==> config.mk <==
export PLATFORM = sky130hd
export DESIGN_NAME = booth_mac_accumulator
export DESIGN_NICKNAME = d
export VERILOG_FILES = /design/src/rtl/booth_mac_accumulator.sv
export SDC_FILE = /design/constraint.sdc
export NUM_CORES = 1
export LEC_CHECK = 0
export ABC_AREA = 0
export CORE_MARGIN = 10
export CORE_UTILIZATION = 35
export DETAILED_ROUTE_END_ITERATION = 12
export GPL_ROUTABILITY_DRIVEN = 0
export GPL_TIMING_DRIVEN = 0
export PLACE_DENSITY = 0.63
export RECOVER_POWER = 25
export REMOVE_ABC_BUFFERS = 1
export SLEW_MARGIN = 20
export SYNTH_ARGS = -nofsm -noshare
export SYNTH_HDL_FRONTEND = slang
export SYNTH_SLANG_ARGS = --single-unit
==> constraint.sdc <==
create_clock -name clk -period 3.3 [get_ports clk]
set_input_delay 0.66 -clock clk [delete_from_list [all_inputs] [get_ports clk]]
set_output_delay 0.66 -clock clk [all_outputs]
set_load 0.05 [all_outputs]
==> src/rtl/booth_mac_accumulator.sv <==
// Accumulates a programmed-length run of signed 16-bit Booth products into a signed ACC_W-bit sum,
// with either saturating or wrapping overflow handling and a sticky overflow flag.
module booth_mac_accumulator #(
    parameter int ACC_W  = 24,
    parameter int LEN_W  = 4,
    parameter int SAT_EN = 1
) (
    input  logic              clk,
    input  logic              rst_n,
    input  logic              start,
    input  logic [LEN_W-1:0]  len,
    input  logic [15:0]       prod,
    input  logic              prod_valid,
    output logic              prod_ready,
    output logic [ACC_W-1:0]  acc,
    output logic              done,
    output logic              busy,
    output logic              ovf
);

    localparam logic [1:0] ST_IDLE  = 2'd0;
    localparam logic [1:0] ST_ACCUM = 2'd1;
    localparam logic [1:0] ST_DONE  = 2'd2;

    // One extra bit so a zero length field can encode the full 2**LEN_W run.
    localparam int CNT_W = LEN_W + 1;
    localparam logic [CNT_W-1:0] CNT_ONE = CNT_W'(1);

    logic [1:0]       state_r;
    logic [1:0]       state_nxt_s;
    logic [ACC_W-1:0] acc_r;
    logic [CNT_W-1:0] remaining_r;
    logic             ovf_r;
    logic             busy_r;
    logic             done_r;

    logic             accept_s;
    logic [ACC_W:0]   sum_s;
    logic             sum_ovf_s;
    logic [ACC_W-1:0] acc_nxt_s;
    logic [CNT_W-1:0] len_load_s;

    // Fit an ACC_W+1 bit sum back into ACC_W bits, clamping toward the true sign when enabled.
    function automatic logic [ACC_W-1:0] fit_sum(input logic [ACC_W:0] sum);
        logic [ACC_W-1:0] res;
        if ((sum[ACC_W] != sum[ACC_W-1]) && (SAT_EN != 0)) begin
            if (sum[ACC_W]) begin
                res = {1'b1, {(ACC_W-1){1'b0}}};
            end else begin
                res = {1'b0, {(ACC_W-1){1'b1}}};
            end
        end else begin
            res = sum[ACC_W-1:0];
        end
        return res;
    endfunction

    // Datapath: handshake qualification, widened sum and overflow detection.
    always_comb begin
        accept_s   = prod_valid & (state_r == ST_ACCUM) & ~start;
        sum_s      = {acc_r[ACC_W-1], acc_r} + {{(ACC_W-15){prod[15]}}, prod};
        sum_ovf_s  = sum_s[ACC_W] ^ sum_s[ACC_W-1];
        acc_nxt_s  = fit_sum(sum_s);
        if (len == {LEN_W{1'b0}}) begin
            len_load_s = {1'b1, {LEN_W{1'b0}}};
        end else begin
            len_load_s = {1'b0, len};
        end
    end

    // Next-state logic; start overrides every state, including an in-flight run.
    always_comb begin
        state_nxt_s = state_r;
        if (start) begin
            state_nxt_s = ST_ACCUM;
        end else begin
            case (state_r)
                ST_IDLE: begin
                    state_nxt_s = ST_IDLE;
                end
                ST_ACCUM: begin
                    if (accept_s && (remaining_r == CNT_ONE)) begin
                        state_nxt_s = ST_DONE;
                    end else begin
                        state_nxt_s = ST_ACCUM;
                    end
                end
                ST_DONE: begin
                    state_nxt_s = ST_IDLE;
                end
                default: begin
                    state_nxt_s = ST_IDLE;
                end
            endcase
        end
    end

    // State register plus registered status flags decoded from the next state.
    always_ff @(posedge clk or negedge rst_n) begin
        if (!rst_n) begin
            state_r <= ST_IDLE;
            busy_r  <= 1'b0;
            done_r  <= 1'b0;
        end else begin
            state_r <= state_nxt_s;
            busy_r  <= (state_nxt_s == ST_ACCUM);
            done_r  <= (state_nxt_s == ST_DONE);
        end
    end

    // Accumulator, run counter and sticky overflow; a start clears the run and drops any handshake.
    always_ff @(posedge clk or negedge rst_n) begin
        if (!rst_n) begin
            acc_r       <= {ACC_W{1'b0}};
            remaining_r <= {CNT_W{1'b0}};
            ovf_r       <= 1'b0;
        end else if (start) begin
            acc_r       <= {ACC_W{1'b0}};
            remaining_r <= len_load_s;
            ovf_r       <= 1'b0;
        end else if (accept_s) begin
            acc_r       <= acc_nxt_s;
            remaining_r <= remaining_r - CNT_ONE;
            ovf_r       <= ovf_r | sum_ovf_s;
        end else begin
            acc_r       <= acc_r;
            remaining_r <= remaining_r;
            ovf_r       <= ovf_r;
        end
    end

    assign prod_ready = busy_r;
    assign busy       = busy_r;
    assign done       = done_r;
    assign acc        = acc_r;
    assign ovf        = ovf_r;

endmodule

-- Word level (Yosys, flattened, before mapping)
Cells that the tools add are included.
- register bits after elaboration: 34
- latch bits: 0
- RAM bits: 0
- ROM bits: 0
- output and inout bits: 28
- word-level logic and storage cells: 33
- memories kept: 0
- add/sub/neg operators: 2
- multiply operators: 0
- div/mod/pow operators: 0
- $lt $le $gt $ge: 0
- equality and inequality tests: 5
- shifts and indexed selects: 0
- mux-type cells: 12
- bitwise logic cells: 5
- reductions and logical operators: 3
- operators with widths (operator ; count):
    $mux W24 ; 4
    $add A24 B16 Y25 ; 1
    $mux W5 ; 3
    $mux W2 ; 3
    $eq A5 B1 Y1 const B ; 1
    $sub A5 B1 Y5 const B ; 1
    $eq A2 B1 Y1 const B ; 2
    $logic_not A4 Y1 ; 1
    $and A1 B1 Y1 ; 2
    $eq A2 B2 Y1 const B ; 1
    $mux W1 ; 2
    $reduce_bool A2 Y1 ; 1
    $logic_and A1 B1 Y1 ; 1
    $ne A1 B1 Y1 ; 1
    $not A1 Y1 ; 1
    $or A1 B1 Y1 ; 1
    $xor A1 B1 Y1 ; 1

-- Depth between registers and ports, before layout
Gate-level depths: netlist of run 1.
- depth after elaboration: 8
- mapped depth: 11

-- Worst setup path after synthesis of run 1
OpenSTA, ideal clock, no wires.
- path type: in2reg
- from: in prod[0]
- to: reg ovf_r (netlist: ovf)
- arrival time: 2.798 ns
- data required time: 3.228 ns
- path slack: 0.430 ns
- stages: 11
- path buffers: 1
- path through: ha_1 -> fa_1 -> a21oi_1 -> o211ai_1 -> a31oi_1 -> nor3_1 -> o22ai_2 -> xor2_2 -> buf_6 -> a21oi_1 -> nor2_1
- word-level cells in the longest chain between the ends: 5
- ends and longest elaborated chain (what ; line ; text):
    start: declaration ; 12 ; input logic [15:0] prod,
    $add A24 B16 Y25 ; 61 ; sum_s = {acc_r[ACC_W-1], acc_r} + {{(ACC_W-15){prod[15]}}, prod};
    $xor A1 B1 Y1 ; 62 ; sum_ovf_s = sum_s[ACC_W] ^ sum_s[ACC_W-1];
    $or A1 B1 Y1 ; 124 ; ovf_r <= ovf_r | sum_ovf_s;
    $mux W1 ; 121 ; end else if (accept_s) begin
    $mux W1 ; 117 ; end else if (start) begin
    end signal: assignment ; 124 ;
    end signal: assignment ; 128 ; ovf_r <= ovf_r;
    end: declaration ; 33 ; logic ovf_r;
Every way passes these cells. The select of a mux whose other input is x is not followed.
A chain may end at the register's enable or synchronous reset.

-- Worst setup path in the final report of run 1
Ends and elaborated chain as after synthesis.

==> results of run 1 <==
-- per-stage QoR --
stage | cells | util (%)
after floorplan | 311 | -
after detailed placement | 466 | 43.3
after global placement | 464 | 42.7
final | 485 | 47.3
after CTS | 483 | 46.6
after global routing | 485 | 47.3
-- where the power goes --
group	internal [mW]	total [mW]	switching, mW
Clock	0.225	0.398	0.173
Sequential	0.548	0.668	0.120
Combinational	0.996	2.48	1.49
-- cells in the mapped netlist (all sizes together) (2+ instances only) --
master / count
o21a: 2
o221ai: 2
and2: 3
xor2: 9
buf: 6
xnor2: 14
dfrtp: 34
nand3: 4
o31ai: 3
clkbuf: 5
o211ai: 3
ha: 26
a21o: 11
a2111oi: 2
o21ai: 39
nand2: 44
a211o: 2
a211oi: 3
nor3: 6
dlygate4sd3: 2
nor4: 2
nor2: 42
a21oi: 24
nand4: 4
nor2b: 4
inv: 6
and3: 3
-- per-layer routing --
metal	wire (um)	up-vias	track usage, %
met5	0	-	0
met4	57	0	2.58
met3	425	6	3.27
met2	3430	53	21.5
met1	3410	1205	16.8
li1	-	1290	-
-- cells by family after synthesis --
| kind of cell | count (synthesis) |
|---|---|
| fa+ha+maj | 27 |
| mux | 1 |
| xor+xnor | 23 |
| simple gates | 118 |
| flops | 34 |
| buf+inv | 19 |
| compound gates | 102 |
-- layout by cell type, fill, tap and decap left out, types with 3 or more instances in the layout --
cell type / instances
ha_4: 3
and3_1: 3
a21oi_1: 20
clkdlybuf4s50_1: 46
clkbuf_8: 5
nor3_1: 5
a21oi_4: 3
a21o_1: 10
nand3_1: 4
nand2_1: 42
dlymetal6s2s_1: 3
dfrtp_1: 34
nor2b_1: 4
buf_4: 9
ha_1: 21
xnor2_1: 14
xor2_1: 8
o21ai_1: 21
nand4_1: 4
nor2_1: 41
o211ai_1: 3
o31ai_1: 3
o21ai_0: 16
inv_1: 6
a211oi_1: 3
-- layout make-up --
| cell class | count | area share, % |
|---|---|---|
| clock inverters | 3 | 1.25 |
| inverters | 6 | 0.623 |
| flip-flops and latches | 34 | 23.5 |
| well taps | 102 | 3.53 |
| repair buffers | 62 | 16.4 |
| clock buffers | 5 | 1.90 |
| multi-input cells | 273 | 52.8 |
-- path summary, 6_finish.rpt --
path,start,to,slack (ps),depth (start not counted)
setup / recovery,prod[0],ovf,90,12
min in group clk,ovf,ovf,510,2
hold reg to reg,ovf,ovf,510,2
setup reg to reg,acc[1],ovf,400,11
max in group asynchronous,rst_n,acc[12],1440,2
hold / removal,rst_n,acc[8],440,1
-- registers in the layout (all words and copies together), names as in the netlist --
register / count
done: 1
remaining_r: 5
ovf: 1
busy: 1
acc: 24
state_r: 2
-- repair_timing --
item,4_1_cts,5_1_grt
cloned,2,0
hold endpoints to repair,0,0
resized for setup,11,13
pin swaps,3,4
setup buffers,7,2
setup endpoints to repair,24,24
==> key figures, run 1 <==
Yosys
  • Share of synthesized registers carrying an async set or reset: 100%
  • Register bit count reported by yosys: 34
  • Synth Area in Adders: 12.7%
  • Synth area leaders: dfrtp_1 31%, ha_1 12%, nand2_1 5.8%, nor2_1 5.8%, xnor2_1 4.5%
  • Synth unique cells: 58
  • Yosys top cell area share: 31.3%
  • Mux cell area share after synthesis: 0.368%
  • Post-Synthesis Cells: 324
  • Leading area contributor after synthesis: dfrtp_1
  • Main synth FF type: dfrtp_1
  • Number of synthesized flops with an enable pin: 0
  • Synth Area in XOR/XNOR: 7.68%
  • Register area share after synthesis: 31.3%
  • Synthesized area: 0.00272 sq mm
  • Synthesis Warnings: 0
  • Post-Synth Simple-Gate Area: 19.4%
  • Synth Area in Compound Gates: 24.2%
  • Largest family of logic cells by synthesized area: compound AO/OA/AOI/OAI gates
  • Avg Synthesized Cell Area: 8.40 sq um

Setup path
  • Max FO, Critical Path: 6
  • CP top delay family: compound AO/OA/AOI/OAI gates
  • Setup CP Type: in -> reg
  • CP Cell Sequence: clkdlybuf4s50_1, ha_2, a211oi_1, o311a_1, or4_4, a21oi_4, a21oi_4, buf_4, xor2_4, buf_4, a21oi_1, nor2_1
  • Largest stage delay on the critical path: 520 ps
  • Buffers and inverters on the worst path: 3
  • Worst Setup Start Kind: primary input
  • Critical path endpoint category: flip-flop
  • Slowest CP cell: or4_4
  • CP required: 3460 ps
  • Crit path DAT: 3370 ps

Run status
  • Status: completed

Clock network
  • Hold_buf cts: 0
  • CTS sink count: 34
  • CTS tree: done
  • Clock transition at path regs: 80 ps
  • Clock Path Buffers: 2
  • Root Buffer: clkbuf_8
  • Clock Latency Late Sink: 290 ps
  • CTS Buf Count: 5
  • CTS HTree Levels: 2

Pwr
  • Power Density: 981 mW/mm^2
  • Leakage: 1.57 nW
  • Max IR drop VDD: 301 uV
  • Total power: 3.55 mW

Global route
  • Maximum number of pins on one net before global-route repair: 20
  • Vias in the first global route: 2514
  • First-pass GRT wire length: 12.6 mm
  • GRT Total Usage: 13.0%
  • Total gr overflow: 0
  • Initial antenna violation count: 0

Floorplanning
  • Die X: 108 um
  • Die area: 0.0117 sq mm
  • Top-level I/O count: 52
  • Chip height: 108 um
  • Row count: 32
  • Initial Utilization: 35.6%
  • Core Box Area: 0.00765 sq mm

Drt
  • DR iter-0 viols: 108
  • Vias/cell: 5.27
  • TritonRoute pass-1 iters: 6
  • WL final: 7.33 mm
  • DR vias: 2554
  • DRT antenna net count: 0
  • Wire length per cell: 15.1 um
  • Residual DRC count: 0

STA
  • Min Tclk post-route: 3210 ps
  • Worst-Margin Slew: 1040 ps
  • Endpoints failing hold: 0
  • Total negative setup slack: 0 ps
  • Fin. max-slew vios: 0
  • Final setup fails: 0
  • Fin Hold WS: 439 ps
  • Clock skew: 5.54 ps
  • Slew HR: 30.4%
  • Period utilization: 97.3%
  • FMAX: 0.311 GHz
  • Setup WS post-layout: 87.8 ps

Place
  • Placed inst area: 0.00331 sq mm
  • HPWL after DPL: 5.23 mm
  • Dpl ws: -776 ps
  • Port bufs: 51

Final layout
  • Area occupied by multi-input gates: 0.00191 sq mm
  • Fillers: 762
  • Share of cells above drive strength 1: 12.3%
  • Synth-to-layout area growth: 32.9%
  • Sequential cell area: 851 sq um
  • Layout Nets: 433
  • Final instance area: 0.00362 sq mm
  • Ant diodes: 0

Run
  • Max_cap viols: 0

Worst hold path
  • Worst min-delay path category: in -> async
Power figures use the tool's default switching activity.
==> run 2, diff against run 1 <==
- SLEW_MARGIN: 20 -> 10
==> run 2 against run 1 <==
The flow now finishes with violations (max-capacitance violations, max-slew violations). Utilization barely moved. Power rose by 0.79%. Flip-flop and latch count did not move. Via count fell by 1.2%. Largest cell class unchanged. Largest power group unchanged.
==> key figures, run 2 (same netlist as run 1, synthesis figures left out) <==
Run status
  • Status: complete, but fails checks
  • Violated checks: max-capacitance violations, max-slew violations

Setup path
  • Depth of the worst register-to-register path: 11 (unchanged)
  • Slowest CP cell: or4_4
  • Largest stage delay on the critical path: 520 ps (about the same)
  • Max FO, Critical Path: 9 (+3)
  • CP Cell Sequence: clkdlybuf4s50_1, ha_4, nand2_2, o311a_1, or4_4, a21oi_4, a21oi_4, buf_4, xor2_4, buf_12, nor2_1, o21ai_1
  • Setup CP Type: in -> reg
  • Crit-path most repeated cell: a21oi_4
  • Critical path endpoint category: flip-flop
  • Crit path DAT: 3420 ps (+50 ps)
  • Buffers and inverters on the worst path: 3 (unchanged)
  • Worst Setup Start Kind: primary input
  • CP required: 3480 ps (+20 ps)
  • CP top delay family: buffers and inverters
  • Levels on crit path: 12 (unchanged)

Final layout
  • Synth-to-layout area growth: 32.9% (about the same)
  • Max reg flops: 24 (unchanged)
  • Share of cells above drive strength 1: 12.4% (+0.097 points)
  • Layout Nets: 430 (-0.69%)
  • Most common cell after layout, fill and taps aside: clkdlybuf4s50_1
  • Final Util: 47.3% (about the same)
  • Ant diodes: 0 (unchanged)
  • Commonest cells after routing, fill and taps aside: 48 x clkdlybuf4s50_1, 42 x nand2_1, 41 x nor2_1

Global route
  • First-pass GRT wire length: 12.4 mm (-2.3%)
  • Total gr overflow: 0 (unchanged)
  • GRT Total Usage: 12.8% (-0.21 points)
  • Initial antenna violation count: 0 (unchanged)
  • Vias in the first global route: 2508 (-0.24%)
  • Maximum number of pins on one net before global-route repair: 35 (+75%)

Clock network
  • CTS HTree Levels: 2 (unchanged)
  • Clock Latency Late Sink: 300 ps (about the same)
  • CTS tree: done
  • CTS Buf Count: 5 (unchanged)
  • Clock transition at path regs: 80 ps (about the same)
  • CTS sink count: 34 (unchanged)
  • Hold_buf cts: 0 (unchanged)
  • Root Buffer: clkbuf_8
  • Clock Path Buffers: 2 (unchanged)

Pwr
  • Cell Int Power: 1.78 mW (+0.72%)
  • Max IR drop VDD: 287 uV (-4.5%)
  • Leakage: 1.55 nW (-1.3%)
  • Gate power share: 70.1% (about the same)
  • Net Sw Frac: 50.2% (about the same)
  • P_sw: 1.79 mW (+0.86%)
  • Power share of the clock group: 11.2% (about the same)
  • Power Density: 989 mW/mm^2 (+0.83%)
  • Sequential share of power: 18.6% (-0.2 points)
  • Total power: 3.57 mW (+0.79%)

Worst hold path
  • Worst min-delay path category: reg -> reg
  • Hold Path Depth: 2

Drt
  • Wire length per cell: 15.2 um (+0.68%)
  • Residual DRC count: 0 (unchanged)
  • Top sig layer: met4
  • WL final: 7.33 mm (about the same)
  • DRT antenna net count: 0 (unchanged)
  • Routed wl met3: 442 um (+4.0%)
  • WL met1: 3.44 mm (+0.70%)
  • TritonRoute pass-1 iters: 4 (-2)
  • Vias/cell: 5.23 (-0.60%)
  • DR vias: 2523 (-1.2%)
  • DR iter-0 viols: 91 (-16%)
  • Met2 Routed Length: 3.38 mm (-1.7%)

Place
  • Port bufs: 51 (unchanged)
  • Dpl ws: -1080 ps (-305 ps)
  • HPWL after DPL: 5.13 mm (-1.9%)

STA
  • Setup WS post-layout: 63.9 ps (-23.9 ps)
  • RSZ-0062 raised after global routing: yes
  • Final setup fails: 0 (unchanged)
  • Endpoints failing hold: 0 (unchanged)
  • Fin. max-slew vios: 35 (+35)
  • Clock skew: 5.32 ps (-0.222 ps)
  • FMAX: 0.309 GHz (-0.74%)
  • Min Tclk post-route: 3240 ps (+23.9 ps)
  • Slew HR: -22.4% (-53 points)
  • Period utilization: 98.1% (+0.73 points)
  • Worst-Margin Slew: 1840 ps (+792 ps)

Run
  • Max_cap viols: 1 (+1)

Floorplanning
  • Top-level I/O count: 52 (unchanged)
  • Row count: 32 (unchanged)
  • Die area: 0.0117 sq mm (unchanged)
  • Chip height: 108 um (unchanged)
  • Core Box Area: 0.00765 sq mm (unchanged)
  • Die X: 108 um (unchanged)
  • Initial Utilization: 35.6% (unchanged)
==> run 2: repair_timing <==
| action | CTS | global route |
|---|---|---|
| pin swaps | 3 | 4 |
| resized for setup | 12 | 16 |
| buffers inserted | 6 | 1 |
| gates cloned | 2 | 0 |
| setup endpoints to repair | 24 | 24 |
==> run 2: cell type report <==
cell class                      instances  area [sq um]
Sequential cell                        34           851
Multi-Input combinational cell        273          1920
Fill cell                             767          4030
Tap cell                              102           128
Clock buffer                            5          68.8
Timing Repair Buffer                   59           582
Inverter                                6          22.5
Clock inverter                          3          45.0
==> run 2: power by group through the flow <==
stage / Combinational, mW / Clock, mW / Sequential, mW
2_1_floorplan: 1.21 / 0 / 1.08
3_3_place_gp: 2.19 / 0 / 0.667
3_5_place_dp: 2.21 / 0 / 0.670
4_1_cts: 2.44 / 0.413 / 0.662
5_1_grt: 2.73 / 0.428 / 0.689
6_report: 2.51 / 0.401 / 0.667
==> run 2: tightest hold or removal path, cell delays in order (launching register included) <==
cell and delay [ps]:
dfrtp_1 350, a21oi_1 40, nor2_1 70
==> run 2: path summary, 6_finish.rpt <==
path                            startpoint       to  slack [ps]
worst max-delay path               prod[3]   acc[5]          60
worst min-delay path                   ovf      ovf         510
worst max register to register      acc[1]   acc[5]         440
worst min register to register         ovf      ovf         510
max in group asynchronous            rst_n  acc[12]        1390
min in group asynchronous            rst_n   acc[8]         850
==> run 2: per-stage QoR <==
step / instance area [sq um] / hold slack [ps] / instances / TNS [ps]
final: 3620 / 508 / 482 / 0
after global routing: 3620 / 552 / 482 / -31.8
after global placement: 3260 / 491 / 464 / -23010
after detailed placement: 3270 / 494 / 465 / -23590
after CTS: 3540 / 472 / 481 / 0
after floorplan: 2620 / 364 / 311 / 0
==> run 2: routing by layer <==
layer / vias up / GRT usage, %
met5: - / 0
met4: 0 / 4.10
li1: 1274 / -
met3: 6 / 3.45
met1: 1180 / 16.5
met2: 63 / 20.2
==> RTL change 1: new RTL, settings of run 1 <==
Make the reset (`rst_n`) synchronous in 2 clocked blocks.
--- a/src/rtl/booth_mac_accumulator.sv
+++ b/src/rtl/booth_mac_accumulator.sv
@@ -97,5 +97,5 @@
 
     // State register plus registered status flags decoded from the next state.
-    always_ff @(posedge clk or negedge rst_n) begin
+    always_ff @(posedge clk) begin
         if (!rst_n) begin
             state_r <= ST_IDLE;
@@ -110,5 +110,5 @@
 
     // Accumulator, run counter and sticky overflow; a start clears the run and drops any handshake.
-    always_ff @(posedge clk or negedge rst_n) begin
+    always_ff @(posedge clk) begin
         if (!rst_n) begin
             acc_r       <= {ACC_W{1'b0}};
Behaviour: differs if rst_n is asserted again (counterexample within 4 cycles, from zero or initial values and one cycle with rst_n low); with rst_n held inactive, the same outputs for 10 cycles.
==> RTL change 1 against run 1 <==
  * Cell area shrank 0.45%
  * First-iteration DRC count shrank 0.93%
  * Routed wire length increased by 8.0%
  * Sequential share of layout area fell by 4.6 points
  * Hold slack better by 0.036 ns
  * Via count rose by 11%
  * Count of clock-buffer cells in the layout unchanged
  * Critical path depth shrank 3
  * Worst setup slack improved by 0.11 ns
  * Global-route usage is 0.18 points higher
  * Area after synthesis increased by 4.6%
  * Sequential cell count is the same
Power is left out: it rests on default switching activity, and per cell area and clock period it moved more than threefold.
==> RTL change 1: results (changes against run 1) <==
[status]
status=finished clean  ; unchanged

[timing]
relSlewSlack=0.173  ; was 0.304
fin_skew_ns=0.00813  ; was 0.00554 ns

[critical_path]
slowest_stage=sky130_fd_sc_hd__a311o_1  ; was sky130_fd_sc_hd__or4_4
worst_ep_arrival_time_ns=3.27  ; was 3.37 ns
crit_fanout=10  ; was 6
timing.critical_path.slowest_cell_delay_ns=0.46  ; was 0.52 ns

[place]
worst_slack_at_placement_ns=-0.915  ; was -0.776 ns
dp.cells=503  ; was 466
placedInstanceArea_mm2=0.00340  ; was 0.00331 mm^2

[global_route]
via_count_of_the_first_global_routing_pass=2744  ; was 2514
grt_max_degree=19  ; was 20
global_route_wire_length_before_repair_um=13200  ; was 12600 um

[layout]
final-clk-cell-share=0.0316  ; was 0.0315
buffer_area_frac=0.158  ; was 0.164
signal_buffers=56  ; was 62
non_clock_inverter_count=16  ; was 6
stdcell_area_mm2=0.00360  ; was 0.00362 mm^2
multiInputCombCellCount=300  ; was 273
finish.cell_count_without_fillers=516  ; was 485
post_route_cells_drive_above_1_share=0.0749  ; was 0.123
multi_input_area_share=0.569  ; was 0.528
filler_cell_count=816  ; was 762
design.final.nets=464  ; was 433
ff_latch_area_um2=681  ; was 851 um^2

[synthesis]
synth.top_cells.by_area=sky130_fd_sc_hd__dfxtp_1 24%, sky130_fd_sc_hd__ha_1 11%, sky130_fd_sc_hd__a21oi_1 7.0%, sky130_fd_sc_hd__a211oi_1 4.7%, sky130_fd_sc_hd__o21ai_0 4.4%  ; was sky130_fd_sc_hd__dfrtp_1 31%, sky130_fd_sc_hd__ha_1 12%, sky130_fd_sc_hd__nand2_1 5.8%, sky130_fd_sc_hd__nor2_1 5.8%, sky130_fd_sc_hd__xnor2_1 4.5%
synth-async-reset-ratio=0  ; was 1.00
netlist-cell-type-count=59  ; was 58
yosys_most_used_dff=sky130_fd_sc_hd__dfxtp_1  ; was sky130_fd_sc_hd__dfrtp_1
synth_sequential_area_ratio=0.239  ; was 0.313
synth.cells.most_frequent=40 x sky130_fd_sc_hd__a21oi_1, 34 x sky130_fd_sc_hd__dfxtp_1, 33 x sky130_fd_sc_hd__nor2_1, 26 x sky130_fd_sc_hd__ha_1  ; was 42 x sky130_fd_sc_hd__nand2_1, 42 x sky130_fd_sc_hd__nor2_1, 34 x sky130_fd_sc_hd__dfrtp_1, 26 x sky130_fd_sc_hd__ha_1, 22 x sky130_fd_sc_hd__a21oi_1
synthCells=369  ; was 324

[worst_hold_path]
min_path_type=register to register  ; was input port to asynchronous set/reset pin

[route]
routed-via-count=2835  ; was 2554
drtIter0Drc=107  ; was 108

[RTL change 1: path summary, 6_finish.rpt]
kind	from	end	slack, ns	cells past startpoint
min	ovf	ovf	0.48	2
max	prod[1]	acc[12]	0.19	9
max reg2reg	acc[18]	acc[12]	0.63	8
min reg2reg	ovf	ovf	0.48	2
[RTL change 1: per-layer routing]
metal / wire [um] / vias up / global-route usage
met5: 0 / - / 0
met1: 3730 / 1323 / 0.170
met2: 3640 / 58 / 0.217
met3: 488 / 4 / 0.0337
li1: - / 1450 / -
met4: 61 / 0 / 0.0266
[RTL change 1: timing repair]
item | CTS | global route
hold buffers | 0 | 0
setup buffers | 0 | 4
resized for setup | 5 | 5
endpoints found under the setup margin | 21 | 23
pin swaps | 1 | 2
gates cloned | 1 | 0
[RTL change 1: cells by family after synthesis]
family	after synthesis	share of synthesized area
buffers and inverters	36	0.0576
and+or+nand+nor	110	0.184
DFF	34	0.239
AOI/OAI and AO/OA	139	0.324
adders and majority gates	29	0.128
muxes	2	0.00879
xor gates and xnor gates	19	0.0584
==> RTL change 2: new RTL, config.mk and constraints of run 1 <==
Without the edit above. `SAT_EN`: 1 -> 0.
--- a/src/rtl/booth_mac_accumulator.sv
+++ b/src/rtl/booth_mac_accumulator.sv
@@ -4,5 +4,5 @@
     parameter int ACC_W  = 24,
     parameter int LEN_W  = 4,
-    parameter int SAT_EN = 1
+    parameter int SAT_EN = 0
 ) (
     input  logic              clk,
Formal check against the unedited RTL: no difference found for any inputs over 10 cycles, from zero or initial values and one cycle with rst_n low; that may be too few to reach the edited logic, so the function may still have changed.
==> RTL change 2 against run 1 <==
  * Core utilization is 3.1 points lower
  * Cell area is 6.1% lower
  * Area after synthesis increased by 1.1%
  * Global-route usage decreased by 0.28 points
  * Die area is 0.90% higher
  * Synthesized cell count is 1.9% higher
  * Worst setup slack gained 0.23 ns
  * Routed wire length fell by 0.31%
  * Sequential cell count is the same
  * Cell count is 2.3% lower
  * Maximum frequency rose by 7.6%
  * Critical endpoint is now acc[18]
Power is not compared: it rests on default switching activity, and its combinational part moved more than twofold at a synthesized area within 25%.
==> RTL change 2: results (changes against run 1) <==
[route]
wl_um=7310  ; was 7330 um
first_pass_iters=4  ; was 6
routed-via-count=2566  ; was 2554
drtIter0Drc=156  ; was 108

[synthesis]
synth.top_cells.by_area=sky130_fd_sc_hd__dfrtp_1 31%, sky130_fd_sc_hd__ha_1 12%, sky130_fd_sc_hd__a21oi_1 7.6%, sky130_fd_sc_hd__nand2_1 7.1%, sky130_fd_sc_hd__xnor2_1 3.8%  ; was sky130_fd_sc_hd__dfrtp_1 31%, sky130_fd_sc_hd__ha_1 12%, sky130_fd_sc_hd__nand2_1 5.8%, sky130_fd_sc_hd__nor2_1 5.8%, sky130_fd_sc_hd__xnor2_1 4.5%
synth.cells.most_frequent=52 x sky130_fd_sc_hd__nand2_1, 42 x sky130_fd_sc_hd__a21oi_1, 34 x sky130_fd_sc_hd__dfrtp_1, 26 x sky130_fd_sc_hd__ha_1, 24 x sky130_fd_sc_hd__nor2_1  ; was 42 x sky130_fd_sc_hd__nand2_1, 42 x sky130_fd_sc_hd__nor2_1, 34 x sky130_fd_sc_hd__dfrtp_1, 26 x sky130_fd_sc_hd__ha_1, 22 x sky130_fd_sc_hd__a21oi_1
netlist-cell-type-count=49  ; was 58
synth_sequential_area_ratio=0.309  ; was 0.313

[global_route]
via_count_of_the_first_global_routing_pass=2535  ; was 2514
global_route_wire_length_before_repair_um=12500  ; was 12600 um
grt_usage=0.127  ; was 0.130

[critical_path]
crit_fanout=3  ; was 6
worst_reg_to_reg_cells=9  ; was 11
rr_endpoint=acc[18]  ; was ovf
source_of_the_worst_register_to_register_timing_path=acc[0]  ; was acc[1]
worst_ep_arrival_time_ns=3.17  ; was 3.37 ns
worst-r2r-setup-slack_ns=0.70  ; was 0.40 ns

[clocking]
worstSkewPairLatency_ns=0.29  ; about the same
cts.repair_timing.setup_buffer_count=0  ; was 7
number_of_gates_given_a_new_drive_strength_after_cts=0  ; was 11
clk_pin_slew_worst_paths_ns=0.08  ; about the same

[place]
placedInstanceArea_mm2=0.00333  ; was 0.00331 mm^2

[layout]
design.final.nets=422  ; was 433
post_route_cells_drive_above_1_share=0.0565  ; was 0.123

[timing]
tightest_slew_ns=1.31  ; was 1.04 ns
fin_skew_ns=0.00957  ; was 0.00554 ns

[status]
status=finished clean  ; unchanged

## RTL change 2: kinds of logic after synthesis
group	count (synthesis)	share of synthesized area
multiplexers	1	0.00409
buffers and inverters	23	0.0355
AND/OR/NAND/NOR	120	0.206
flip-flops	34	0.309
AO/OA/AOI/OAI	104	0.253
adder cells (fa/ha/maj)	27	0.126
XOR/XNOR	21	0.0668
## RTL change 2: final cells by class
class	instances	share of cell area
Inverter	5	0.00552
Tap cell	102	0.0376
Multi-Input combinational cell	273	0.531
Clock inverter	2	0.00368
Sequential cell	34	0.250
Timing Repair Buffer	52	0.148
Clock buffer	6	0.0243
## RTL change 2: critical path, cell delays in order
cell	delay, ns
sky130_fd_sc_hd__clkdlybuf4s50_1	0.41
sky130_fd_sc_hd__ha_1	0.25
sky130_fd_sc_hd__fa_1	0.46
sky130_fd_sc_hd__a211oi_2	0.28
sky130_fd_sc_hd__o21ai_2	0.13
sky130_fd_sc_hd__a31oi_2	0.27
sky130_fd_sc_hd__o221ai_2	0.19
sky130_fd_sc_hd__a31oi_1	0.26
sky130_fd_sc_hd__xnor2_1	0.09
sky130_fd_sc_hd__a22o_1	0.18
## RTL change 2: power groups by stage
stage	combinational, mW	sequential [mW]	clock (mW)
after floorplan	0.528	0.726	0
after global placement	0.997	0.540	0
after detailed placement	1.01	0.543	0
after CTS	1.01	0.535	0.346
after global routing	1.10	0.546	0.362
final	1.00	0.534	0.333
## RTL change 2: worst max path at each step
stage,to,from,slack (ns)
after floorplan,acc[18],prod[0],0.73
after CTS,acc[18],prod[0],0.33
after detailed placement,acc[18],prod[0],0.03
after global routing,acc[22],prod[0],0.16
final,acc[18],prod[0],0.32
after global placement,acc[18],prod[0],0.04
## RTL change 2: metrics by stage
stage	util	cells	worst slack (ns)
finish	0.442	474	0.315
global route	0.442	474	0.157
CTS	0.445	474	0.333
detailed placement	0.433	466	0.0318
global placement	0.431	465	0.0369
floorplan	-	312	0.728
## RTL change 2: layer usage
metal	routed length [um]	vias to the layer above	track usage
li1	-	1283	-
met1	3380	1216	0.167
met2	3490	63	0.210
met3	400	4	0.0313
met4	25	0	0.0198
met5	0	-	0
